==> src/rtl/ct_mat_exu_mma_seq.sv <==
// MMA sequencer: latches M/N/K at accept, walks m(outer)/n/k(inner) emitting MAC micro-ops, then completes on cbus.
// Optional MAT_SEQ_STALL_CNT_EN builds a saturating stall-cycle counter; otherwise mat_seq_stall_cnt is 0.
module ct_mat_exu_mma_seq #(
   parameter int unsigned K_STEP = 4
) (
   input  logic        forever_cpuclk,
   input  logic        cpurst_b,
   input  logic        rtu_yy_xx_flush,
   input  logic        idu_mat_mma_vld,
   input  logic [6:0]  idu_mat_mma_iid,
   output logic        mat_seq_idu_rdy,
   input  logic [7:0]  x_sizeM,
   input  logic [7:0]  x_sizeN,
   input  logic [15:0] x_sizeK,
   output logic        mat_seq_uop_vld,
   input  logic        mac_seq_uop_rdy,
   output logic [7:0]  mat_seq_uop_m_idx,
   output logic [7:0]  mat_seq_uop_n_idx,
   output logic [15:0] mat_seq_uop_k_idx,
   output logic        mat_seq_uop_first_k,
   output logic        mat_seq_uop_last_k,
   output logic        mat_seq_cbus_cmplt,
   output logic [6:0]  mat_seq_cbus_iid,
   output logic [31:0] mat_seq_stall_cnt
);

   localparam int unsigned KS_LOG2 = $clog2(K_STEP);

   typedef enum logic [1:0] {S_IDLE, S_RUN, S_CMPLT} state_t;

   state_t      r_state;
   state_t      w_state_nxt;
   logic [6:0]  r_iid;
   logic [7:0]  r_size_m;
   logic [7:0]  r_size_n;
   logic [15:0] r_kstep_num;
   logic [7:0]  r_m;
   logic [7:0]  r_n;
   logic [15:0] r_k;

   logic [16:0] w_ksum;
   logic [15:0] w_kstep_num;
   logic [15:0] w_k_last;
   logic        w_accept;
   logic        w_size_zero;
   logic        w_fire;
   logic        w_last_k;
   logic        w_last_n;
   logic        w_last_m;

   // ceil(sizeK / K_STEP) computed one bit wider so sizeK near 0xFFFF cannot overflow
   assign w_ksum      = {1'b0, x_sizeK} + 17'(K_STEP - 1);
   assign w_kstep_num = 16'(w_ksum >> KS_LOG2);
   assign w_size_zero = (x_sizeM == 8'd0) | (x_sizeN == 8'd0) | (w_kstep_num == 16'd0);
   assign w_accept    = idu_mat_mma_vld & (r_state == S_IDLE) & ~rtu_yy_xx_flush;
   assign w_fire      = (r_state == S_RUN) & mac_seq_uop_rdy;

   assign w_k_last = (r_kstep_num - 16'd1) << KS_LOG2;
   assign w_last_k = (r_k == w_k_last);
   assign w_last_n = (r_n == r_size_n - 8'd1);
   assign w_last_m = (r_m == r_size_m - 8'd1);

   always_comb begin
      // NOTE: every combinational output gets a default first, so no path can infer a latch.
      w_state_nxt = r_state;
      case (r_state)
         S_IDLE:  if (w_accept) w_state_nxt = w_size_zero ? S_CMPLT : S_RUN;
         S_RUN:   if (w_fire && w_last_k && w_last_n && w_last_m) w_state_nxt = S_CMPLT;
         S_CMPLT: w_state_nxt = S_IDLE;
         default: w_state_nxt = S_IDLE;
      endcase
      if (rtu_yy_xx_flush) w_state_nxt = S_IDLE;
   end

   // NOTE: sequential state uses non-blocking assignments so every register samples pre-edge values.
   always_ff @(posedge forever_cpuclk or negedge cpurst_b) begin
      if (!cpurst_b) r_state <= S_IDLE;
      else           r_state <= w_state_nxt;
   end

   always_ff @(posedge forever_cpuclk or negedge cpurst_b) begin
      if (!cpurst_b) begin
         r_iid       <= '0;
         r_size_m    <= '0;
         r_size_n    <= '0;
         r_kstep_num <= '0;
         r_m         <= '0;
         r_n         <= '0;
         r_k         <= '0;
      end else if (w_accept) begin
         r_iid       <= idu_mat_mma_iid;
         r_size_m    <= x_sizeM;
         r_size_n    <= x_sizeN;
         r_kstep_num <= w_kstep_num;
         r_m         <= '0;
         r_n         <= '0;
         r_k         <= '0;
      end else if (w_fire && !rtu_yy_xx_flush) begin
         // m is held on the final fire so the counters never run past the latched sizes
         if (w_last_k) begin
            r_k <= '0;
            if (w_last_n) begin
               r_n <= '0;
               if (!w_last_m) r_m <= r_m + 8'd1;
            end else begin
               r_n <= r_n + 8'd1;
            end
         end else begin
            r_k <= r_k + 16'(K_STEP);
         end
      end
   end

`ifdef MAT_SEQ_STALL_CNT_EN
   logic [31:0] r_stall_cnt;

   always_ff @(posedge forever_cpuclk or negedge cpurst_b) begin
      if (!cpurst_b) begin
         r_stall_cnt <= '0;
      end else if ((r_state == S_RUN) && !mac_seq_uop_rdy && (r_stall_cnt != 32'hFFFF_FFFF)) begin
         r_stall_cnt <= r_stall_cnt + 32'd1;
      end
   end

   assign mat_seq_stall_cnt = r_stall_cnt;
`else
   assign mat_seq_stall_cnt = '0;
`endif

   assign mat_seq_idu_rdy     = (r_state == S_IDLE);
   assign mat_seq_uop_vld     = (r_state == S_RUN);
   assign mat_seq_uop_m_idx   = r_m;
   assign mat_seq_uop_n_idx   = r_n;
   assign mat_seq_uop_k_idx   = r_k;
   assign mat_seq_uop_first_k = mat_seq_uop_vld & (r_k == 16'd0);
   assign mat_seq_uop_last_k  = mat_seq_uop_vld & w_last_k;
   assign mat_seq_cbus_cmplt  = (r_state == S_CMPLT);
   assign mat_seq_cbus_iid    = mat_seq_cbus_cmplt ? r_iid : 7'd0;

endmodule
==> config.mk <==
export PLATFORM = sky130hd
export DESIGN_NAME = ct_mat_exu_mma_seq
export DESIGN_NICKNAME = d
export VERILOG_FILES = /design/src/rtl/ct_mat_exu_mma_seq.sv
export SDC_FILE = /design/constraint.sdc
export NUM_CORES = 1
export LEC_CHECK = 0
export BUFFER_PORTS_ARGS = -buffer_cell sky130_fd_sc_hd__buf_4
export CORE_AREA = 5 5 95 164
export DETAILED_ROUTE_END_ITERATION = 16
export DIE_AREA = 0 0 100 169
export PLACE_DENSITY = 0.52
export SLEW_MARGIN = 10
export SYNTH_ARGS = -nofsm -noshare
export SYNTH_HDL_FRONTEND = slang
export SYNTH_SLANG_ARGS = --single-unit
==> constraint.sdc <==
create_clock -name forever_cpuclk -period 3.4 [get_ports forever_cpuclk]
set_input_delay 0.17 -clock forever_cpuclk [delete_from_list [all_inputs] [get_ports forever_cpuclk]]
set_output_delay 0.17 -clock forever_cpuclk [all_outputs]
set_load 0.005 [all_outputs]
-- Yosys cells after proc, flatten, opt, wreduce, memory -nomap -nowiden
Cells that the tools add are included.
- bits in registers: 71
- bits of input ports: 44
- output and inout port bits: 76
- reduce and logical (&&, ||, !) cells: 16
- equal/unequal tests: 8
- bitwise operators: 8
- multiplexer cells: 18
- $add $sub $neg: 7
- operators by type and width (kind ; count):
    8-bit 2-to-1 mux ; 9
    16-bit 2-to-1 mux ; 3
    16-bit logical NOT ; 2
    16-bit by 2-bit adder with 17-bit output, second input constant ; 1
    16-bit by 3-bit adder with 16-bit output, second input constant ; 1
    8-bit by 1-bit adder with 8-bit output, second input constant ; 2
    16-bit equality test ; 1
    8-bit equality test ; 2
    8-bit logical NOT ; 2
    8-bit by 1-bit subtractor with 8-bit output, second input constant ; 2
    14-bit by 1-bit subtractor with 14-bit output, second input constant ; 1
    2-bit 2-to-1 mux ; 4
    7-bit 2-to-1 mux ; 1
    3-bit by 2-bit != test with 1-bit output, second input constant ; 2
    2-bit nonzero test ; 3
    1-bit bitwise AND ; 5
    1-bit logical AND ; 4
    2-bit one-hot mux with 2 select lines ; 1
    2-bit AND reduction ; 2
    4-bit AND reduction ; 1
    2-bit by 1-bit equality test with 1-bit output, second input constant ; 1
    2-bit equality test, second input constant ; 1
    2-bit logical NOT ; 1
    2-bit != test, second input constant ; 1
    3 further kinds ; 4

-- Logic depth before layout (Yosys ltp)
Gate-level depths: netlist (run 1).
- depth after elaboration: 8
- depth in mapped cells: 12
- mapped depth without buffers: 10

-- Least setup slack after synthesis (run 1)
No wires, ideal clock.
- kind: register to register
- start: register r_kstep_num[0]
- end: register r_n[6] (netlist: mat_seq_uop_n_idx[6])
- cell stages (with the launch flop): 13
- buffers on the path: 2
- clock period less this slack: 3.034 ns
- arrival time: 2.957 ns
- slack: 0.366 ns
- cells stage by stage: dfrtp_1 -> inv_1 -> ha_1 -> clkbuf_1 -> inv_1 -> o41ai_4 -> a21oi_1 -> a2111o_1 -> nor4b_4 -> nor2_2 -> buf_2 -> or3_1 -> a21oi_1
- longest elaborated chain between the ends: 4
- ends and longest elaborated chain (item ; RTL line ; source):
    from (decl) ; 36 ; logic [15:0] r_kstep_num;
    from (signal assigned) ; 94 ; r_kstep_num <= w_kstep_num;
    14-bit by 1-bit subtractor with 14-bit output ; 58 ; assign w_k_last = (r_kstep_num - 16'd1) << KS_LOG2;
    16-bit equality test ; 59 ; assign w_last_k = (r_k == w_k_last);
    2-bit nonzero test (no line) ; n/a ;
    2-bit AND reduction (no line) ; n/a ;
    to (signal assigned) ; 106 ; r_n <= r_n + 8'd1;
    to (decl) ; 38 ; logic [7:0] r_n;
Every way passes these cells.
A chain may end at the register's enable or synchronous reset.

-- Worst setup path after layout (run 1)
- start: register r_kstep_num[2]
- end: output port mat_seq_uop_last_k
- longest elaborated chain between the ends: 3
- ends and longest elaborated chain (item ; RTL line ; source):
    14-bit by 1-bit subtractor with 14-bit output ; 58 ;
    16-bit equality test ; 59 ;
    1-bit bitwise AND ; 136 ; assign mat_seq_uop_last_k = mat_seq_uop_vld & w_last_k;
    to (decl) ; 21 ; output logic mat_seq_uop_last_k,
Every way passes these cells.

==> results of run 1 <==
state kept, by name, indices dropped and copies added (netlist names):
register	count
mat_seq_uop_k_idx	14
r_size_n	8
mat_seq_uop_m_idx	8
r_state	2
r_kstep_num	14
r_size_m	8
mat_seq_uop_n_idx	8
r_iid	7
timing repair:
action,CTS,global route
hold buffers,0,0
setup endpoints to repair,0,6
resized for setup,0,3
power by group through the flow:
stage	Sequential (mW)	Clock [mW]	Combinational [mW]
after CTS	1.17	0.892	0.915
final	1.17	0.872	0.911
after global placement	1.18	0	0.885
after detailed placement	1.18	0	0.912
after floorplan	1.11	0	0.667
after global routing	1.20	0.922	1.03
metal layers:
layer | vias to the layer above | GRT usage (%) | share of wire, % | wire, microns
li1 | 2108 | - | - | -
met1 | 2078 | 18.2 | 37 | 5280
met2 | 114 | 32.3 | 55 | 7800
met3 | 32 | 2.89 | 4.2 | 591
met4 | 0 | 7.98 | 3.7 | 522
met5 | - | 0 | 0 | 0
layout make-up:
cell class,instances,area [sq um],area share [%]
Multi-Input combinational cell,459,2800,48.0
Clock inverter,7,42.5,0.730
Sequential cell,69,1730,29.7
Tap cell,180,225,3.87
Timing Repair Buffer,96,721,12.4
Clock buffer,9,225,3.87
Inverter,23,86.3,1.48
layout by cell type, fill, tap and decap left out, types with 7 or more instances in the layout:
cell / n
buf_4: 96
conb_1: 34
nand3_1: 22
a21o_1: 10
dfrtp_1: 68
a21oi_1: 10
xnor2_1: 33
nor3b_1: 8
nor2_1: 27
clkbuf_16: 9
nand2_1: 100
or3_1: 7
xor2_1: 21
o21ai_0: 38
nor3_1: 13
ha_1: 7
nor4_1: 14
and3_1: 11
and2_1: 10
inv_1: 23
kinds of logic after synthesis:
group	share of synthesized area, %
simple gates	29.2
compound gates	12.9
buf+inv	9.04
flops	35.9
xor+xnor	9.82
fa+ha+maj	1.82
mux	1.27
other cells	0.0779
worst register-to-register path: cells and delay by family (launching register included):
family / cells / cell delay [ns]
AO/OA/AOI/OAI: 3 / 0.63
flip-flops: 1 / 0.46
AND/OR/NAND/NOR: 5 / 2.01
per-stage QoR:
| step | hold WS [ns] | setup WS (ns) |
|---|---|---|
| detailed placement | 0.365 | 0.202 |
| floorplan | -0.126 | 0.366 |
| CTS | 0.00804 | 0.181 |
| global placement | 0.365 | 0.270 |
| finish | -0.0317 | 0.219 |
| global route | 0.0203 | 0.00322 |
final timing paths:
check | startpoint | end | slack (ns) | cells after the start
max | r_kstep_num[2] | mat_seq_uop_last_k | 0.22 | 7
min | cpurst_b | r_kstep_num[4] | -0.03 | 1
max reg2reg | r_kstep_num[2] | mat_seq_uop_n_idx[5] | 0.22 | 8
min reg2reg | r_iid[0] | r_iid[0] | 0.47 | 2
max in group asynchronous | cpurst_b | r_kstep_num[2] | 2.80 | 1
min in group forever_cpuclk | idu_mat_mma_iid[3] | r_iid[3] | 0.01 | 3
==> flow_summary_export.csv, run 1 <==
group,metric,value,unit
synthesis,syn_area_per_cell,8.39,sq um
sta,worst_hold_slack,-0.0317,ns
critical_path,crit_buf_inv,1,
routing,drt_iter0_drc,142,
critical_path,slowest_stage,"or4_4",
placed_design,dpl_cell_area,5550,sq um
sta,fmax,0.314,GHz
worst_hold_path,min_path_type,"primary input to asynchronous set/reset pin",
routing,drt-wirelength-per-cell,16.8,microns
routing,drtPass1Iterations,4,
clock_tree,cts_buffer_depth,2,
floorplanning,die_h,169,microns
placed_design,dp_hpwl,10900,microns
synthesis,syn_area,4820,sq um
critical_path,cp_top_family,"simple AND/OR/NAND/NOR gates",
critical_path,crit_arrival,3.01,ns
synthesis,syn_inst,574,
finish,nFillCells,1493,
global_routing,grt_pass1_wl,22900,microns
finish,finalCoreUtilization,41.2,%
synthesis,ys_seq_elements,69,
sta,tns,0,ns
sta,fin_crit,3.18,ns
sta,rsz0062_at_grt,"false",
floorplanning,rows,58,
synthesis,ys_top_cells_by_area,"dfrtp_1 36%, nand2_1 7.8%, xnor2_1 6.0%",
synthesis,synth_flop_cell,"dfrtp_1",
power,max-vdd-ir-drop,261,uV
synthesis,synth_top_area_cell,"dfrtp_1",
critical_path,start_kind,"flip-flop",
power,leakagePower,2.73,nW
critical_path,cp-end-kind,"primary output",
sta,slew_viol_final,0,
finish,fin_area,5830,sq um
sta,final-hold-violation-count,62,
power,p_sw_share,36.4,%
clock_tree,htreeDepth,3,
floorplanning,die_area,16900,sq um
power,fin_total_pwr,2.95,mW
routing,viasPerCell,5.14,
sta,worstMarginPinSlew,0.922,ns
routing,routed_wl,14200,microns
synthesis,yosysWarnings,0,
floorplanning,initial_utilization,34.0,%
global_routing,grt_usage,17.2,%
global_routing,grt_antenna_before_repair,0,
critical_path,crit_chain,"or4_4 > and4b_1 > mux2i_1 > mux2i_1 > o21a_1 > nor4b_1 > buf_4",
finish,diodes,0,
routing,drc_errors,0,
clock_tree,cts_num_sinks,69,
finish,stdcell_count,843,
clock_tree,insertion_delay,0.34,ns
floorplanning,core,14200,sq um
clock_tree,ctsRootBufferMaster,"clkbuf_16",
placed_design,gp_congestion,0.849,
critical_path,critPathMaxStageDelay,0.59,ns
finish,drive_gt1_share,19.9,%
power,clockPowerShare,29.5,%
placed_design,dp.cells,827,
flow_run,maxCapViolCount,0,
sta,slew_headroom,38.5,%
clock_tree,cts-buffers-inserted,9,
clock_tree,cts_tree,"yes",
synthesis,yosysTopAreaCellShare,35.9,%
run_status,violations,"negative hold slack",
power,power_density,506,nW/um^2
placed_design,portBuffers,85,
global_routing,grt-ovfl-total,0,
routing,ant_nets,0,
floorplanning,ios,120,
global_routing,first_global_vias,4436,
global_routing,grt_max_degree,70,
synthesis,synth_common_cells,"100 x nand2_1, 69 x dfrtp_1, 38 x o21ai_0",
synthesis,synth_edf_count,0,
synthesis,async_reset_ff_share,100,%
run_status,status,"finished with violations",
critical_path,cpMostUsedCell,"mux2i_1",
floorplanning,die_x,100,microns
power,p_int,1.88,mW
critical_path,required,3.23,ns
power,pwr-share-seq,39.6,%
synthesis,synth_most_common_cell,"nand2_1",
finish,area_delta_synth_final,21.0,%
critical_path,path_max_fanout,9,
routing,num_vias,4332,
critical_path,criticalPathCategory,"flip-flop to primary output",
sta,fin_skew,0.00862,ns
synthesis,synth_cell_types,64,
synthesis,synth-seq-area-share,35.9,%
clock_tree,path_clk_slew,0.06,ns
clock_tree,post_cts_buffers,0,
power,p_switching,1.07,mW
sta,finalSetupViolations,0,
finish,final_net_count,709,
power,pwr-share-comb,30.9,%
sta,finalCritPeriodShare,93.6,%
Note: power is estimated with default switching activity, not from simulation.
==> inputs of run 2 (changes only) <==
--- a/config.mk
+++ b/config.mk
@@ -6,10 +6,12 @@
 export NUM_CORES = 1
 export LEC_CHECK = 0
 export BUFFER_PORTS_ARGS = -buffer_cell sky130_fd_sc_hd__buf_4
+export CELL_PAD_IN_SITES_DETAIL_PLACEMENT = 1
+export CELL_PAD_IN_SITES_GLOBAL_PLACEMENT = 1
 export CORE_AREA = 5 5 95 164
 export DETAILED_ROUTE_END_ITERATION = 16
 export DIE_AREA = 0 0 100 169
-export PLACE_DENSITY = 0.52
+export PLACE_DENSITY = 0.67
 export SLEW_MARGIN = 10
 export SYNTH_ARGS = -nofsm -noshare
 export SYNTH_HDL_FRONTEND = slang
==> flow_summary_export.csv, run 2 (synthesized netlist as in run 1, its figures left out) <==
group,metric,value,unit
placed_design,portBuffers,85,
global_routing,grt-ovfl-total,0,
sta,final-hold-violation-count,51,
power,leakagePower,2.76,nW
critical_path,criticalPathCategory,"flip-flop to flip-flop",
routing,num_vias,4486,
critical_path,crit_arrival,3.52,ns
finish,final_cell_mix,"100 x nand2_1, 97 x buf_4, 69 x dfrtp_1",
power,pwr-share-comb,29.8,%
routing,drt-wirelength-per-cell,18.2,microns
sta,fin_skew,0.00808,ns
sta,tns,0,ns
critical_path,required,3.65,ns
clock_tree,post_cts_buffers,0,
clock_tree,cts-buffers-inserted,9,
critical_path,cp-end-kind,"flip-flop",
clock_tree,htreeDepth,3,
clock_tree,cts_num_sinks,69,
finish,final_net_count,710,
power,p_sw_share,35.2,%
power,clockPowerShare,32.9,%
global_routing,grt_antenna_before_repair,0,
finish,final_common_cell,"nand2_1",
sta,worstMarginPinSlew,0.923,ns
placed_design,dp_hpwl,12100,microns
routing,drtPass1Iterations,4,
sta,slew_headroom,38.5,%
power,fin_total_pwr,3.14,mW
floorplanning,die_x,100,microns
placed_design,dpl_cell_area,5550,sq um
finish,diodes,0,
placed_design,pre_cts_ws,0.180,ns
finish,area_delta_synth_final,22.4,%
routing,viasPerCell,5.32,
power,p_int,2.04,mW
sta,finalCritPeriodShare,96.2,%
finish,multi_input_area,2810,sq um
run_status,status,"finished with violations",
sta,rsz0062_at_grt,"false",
power,p_switching,1.10,mW
placed_design,gp_congestion,0.872,
finish,regArea,1730,sq um
flow_run,maxCapViolCount,0,
routing,routed_wl,15400,microns
global_routing,first_global_vias,4837,
global_routing,grt_usage,18.4,%
global_routing,grt_max_degree,70,
clock_tree,ctsRootBufferMaster,"clkbuf_16",
power,max-vdd-ir-drop,464,uV
clock_tree,insertion_delay,0.34,ns
global_routing,grt_pass1_wl,24600,microns
routing,drc_errors,0,
floorplanning,initial_utilization,34.0,%
sta,finalSetupViolations,0,
placed_design,dp.cells,828,
floorplanning,die_h,169,microns
sta,fin_crit,3.27,ns
clock_tree,cts_buffer_depth,2,
routing,ant_nets,0,
sta,worst_hold_slack,-0.0469,ns
sta,slew_viol_final,0,
finish,fin_area,5900,sq um
floorplanning,ios,120,
sta,fmax,0.306,GHz
floorplanning,rows,58,
clock_tree,path_clk_slew,0.06,ns
critical_path,path_max_fanout,9,
floorplanning,die_area,16900,sq um
power,power_density,533,nW/um^2
clock_tree,cts_tree,"yes",
floorplanning,core,14200,sq um
routing,drt_iter0_drc,187,
finish,nFillCells,1719,
finish,drive_gt1_share,20.0,%
sta,fin_ws,0.129,ns
run_status,violations,"negative hold slack",
finish,stdcell_count,844,
worst_hold_path,min_path_type,"primary input to asynchronous set/reset pin",
power,pwr-share-seq,37.2,%
critical_path,start_kind,"flip-flop",
## run 2: cell count changes in the layout (fill, tap and decap cells not counted), sizes merged
cell	previous run	this run
clkinv	4	3
clkinvlp	3	1
bufinv	0	2
buf	96	97
inv	23	24
## run 2: worst max-delay path: stages, from the launching register on
cell and delay, ns:
dfrtp_1 0.48, or4_4 0.61, o41ai_4 0.26, a21oi_1 0.13, a2111o_1 0.49, nor4b_4 0.36, nor2_2 0.14, or4_1 0.54
a21oi_1 0.19
## run 2: power by group through the flow
stage          combinational [mW]  clock [mW]  sequential, mW
2_1_floorplan               0.667           0            1.11
3_3_place_gp                0.892           0            1.17
3_5_place_dp                0.937           0            1.18
4_1_cts                     0.943        1.06            1.17
5_1_grt                      1.04        1.10            1.20
6_report                    0.937        1.03            1.17
## run 2: stage by stage
stage / hold slack [ns] / util [%]
2_1_floorplan: -0.126 / -
3_3_place_gp: 0.366 / 39.2
3_5_place_dp: 0.371 / 39.2
4_1_cts: 0.00605 / 41.5
5_1_grt: 0.0248 / 41.7
6_report: -0.0469 / 41.7
## run 2: cell type report
type	count	area share, %
inverters	23	1.46
repair buffers	97	12.3
clock buffers	9	3.82
clock inverters	7	1.68
multi-input cells	459	47.6
well taps	180	3.82
flip-flops and latches	69	29.3
## run 2: worst paths after layout
path,start,end,slack [ns],cells after the start
hold reg to reg,r_iid[3],r_iid[3],0.47,2
setup / recovery,r_kstep_num[2],mat_seq_uop_n_idx[5],0.13,8
setup reg to reg,r_kstep_num[2],mat_seq_uop_n_idx[5],0.13,8
hold / removal,cpurst_b,r_kstep_num[5],-0.05,1
max in group asynchronous,cpurst_b,mat_seq_uop_n_idx[4],2.83,1
min in group forever_cpuclk,idu_mat_mma_iid[1],r_iid[1],0.03,3
## run 2: repair_timing
| action | CTS | global route |
|---|---|---|
| hold buffers | 0 | 0 |
| setup endpoints to repair | 0 | 21 |
| gates resized for setup | 0 | 4 |
## run 2: metal layers
layer  vias to the layer above  track usage (%)  wire (microns)
met1                      2239             18.6            5470
met3                        30             3.01             539
met5                         -                0               0
met4                         0             7.16             458
li1                       2110                -               -
met2                       107             36.2            8930
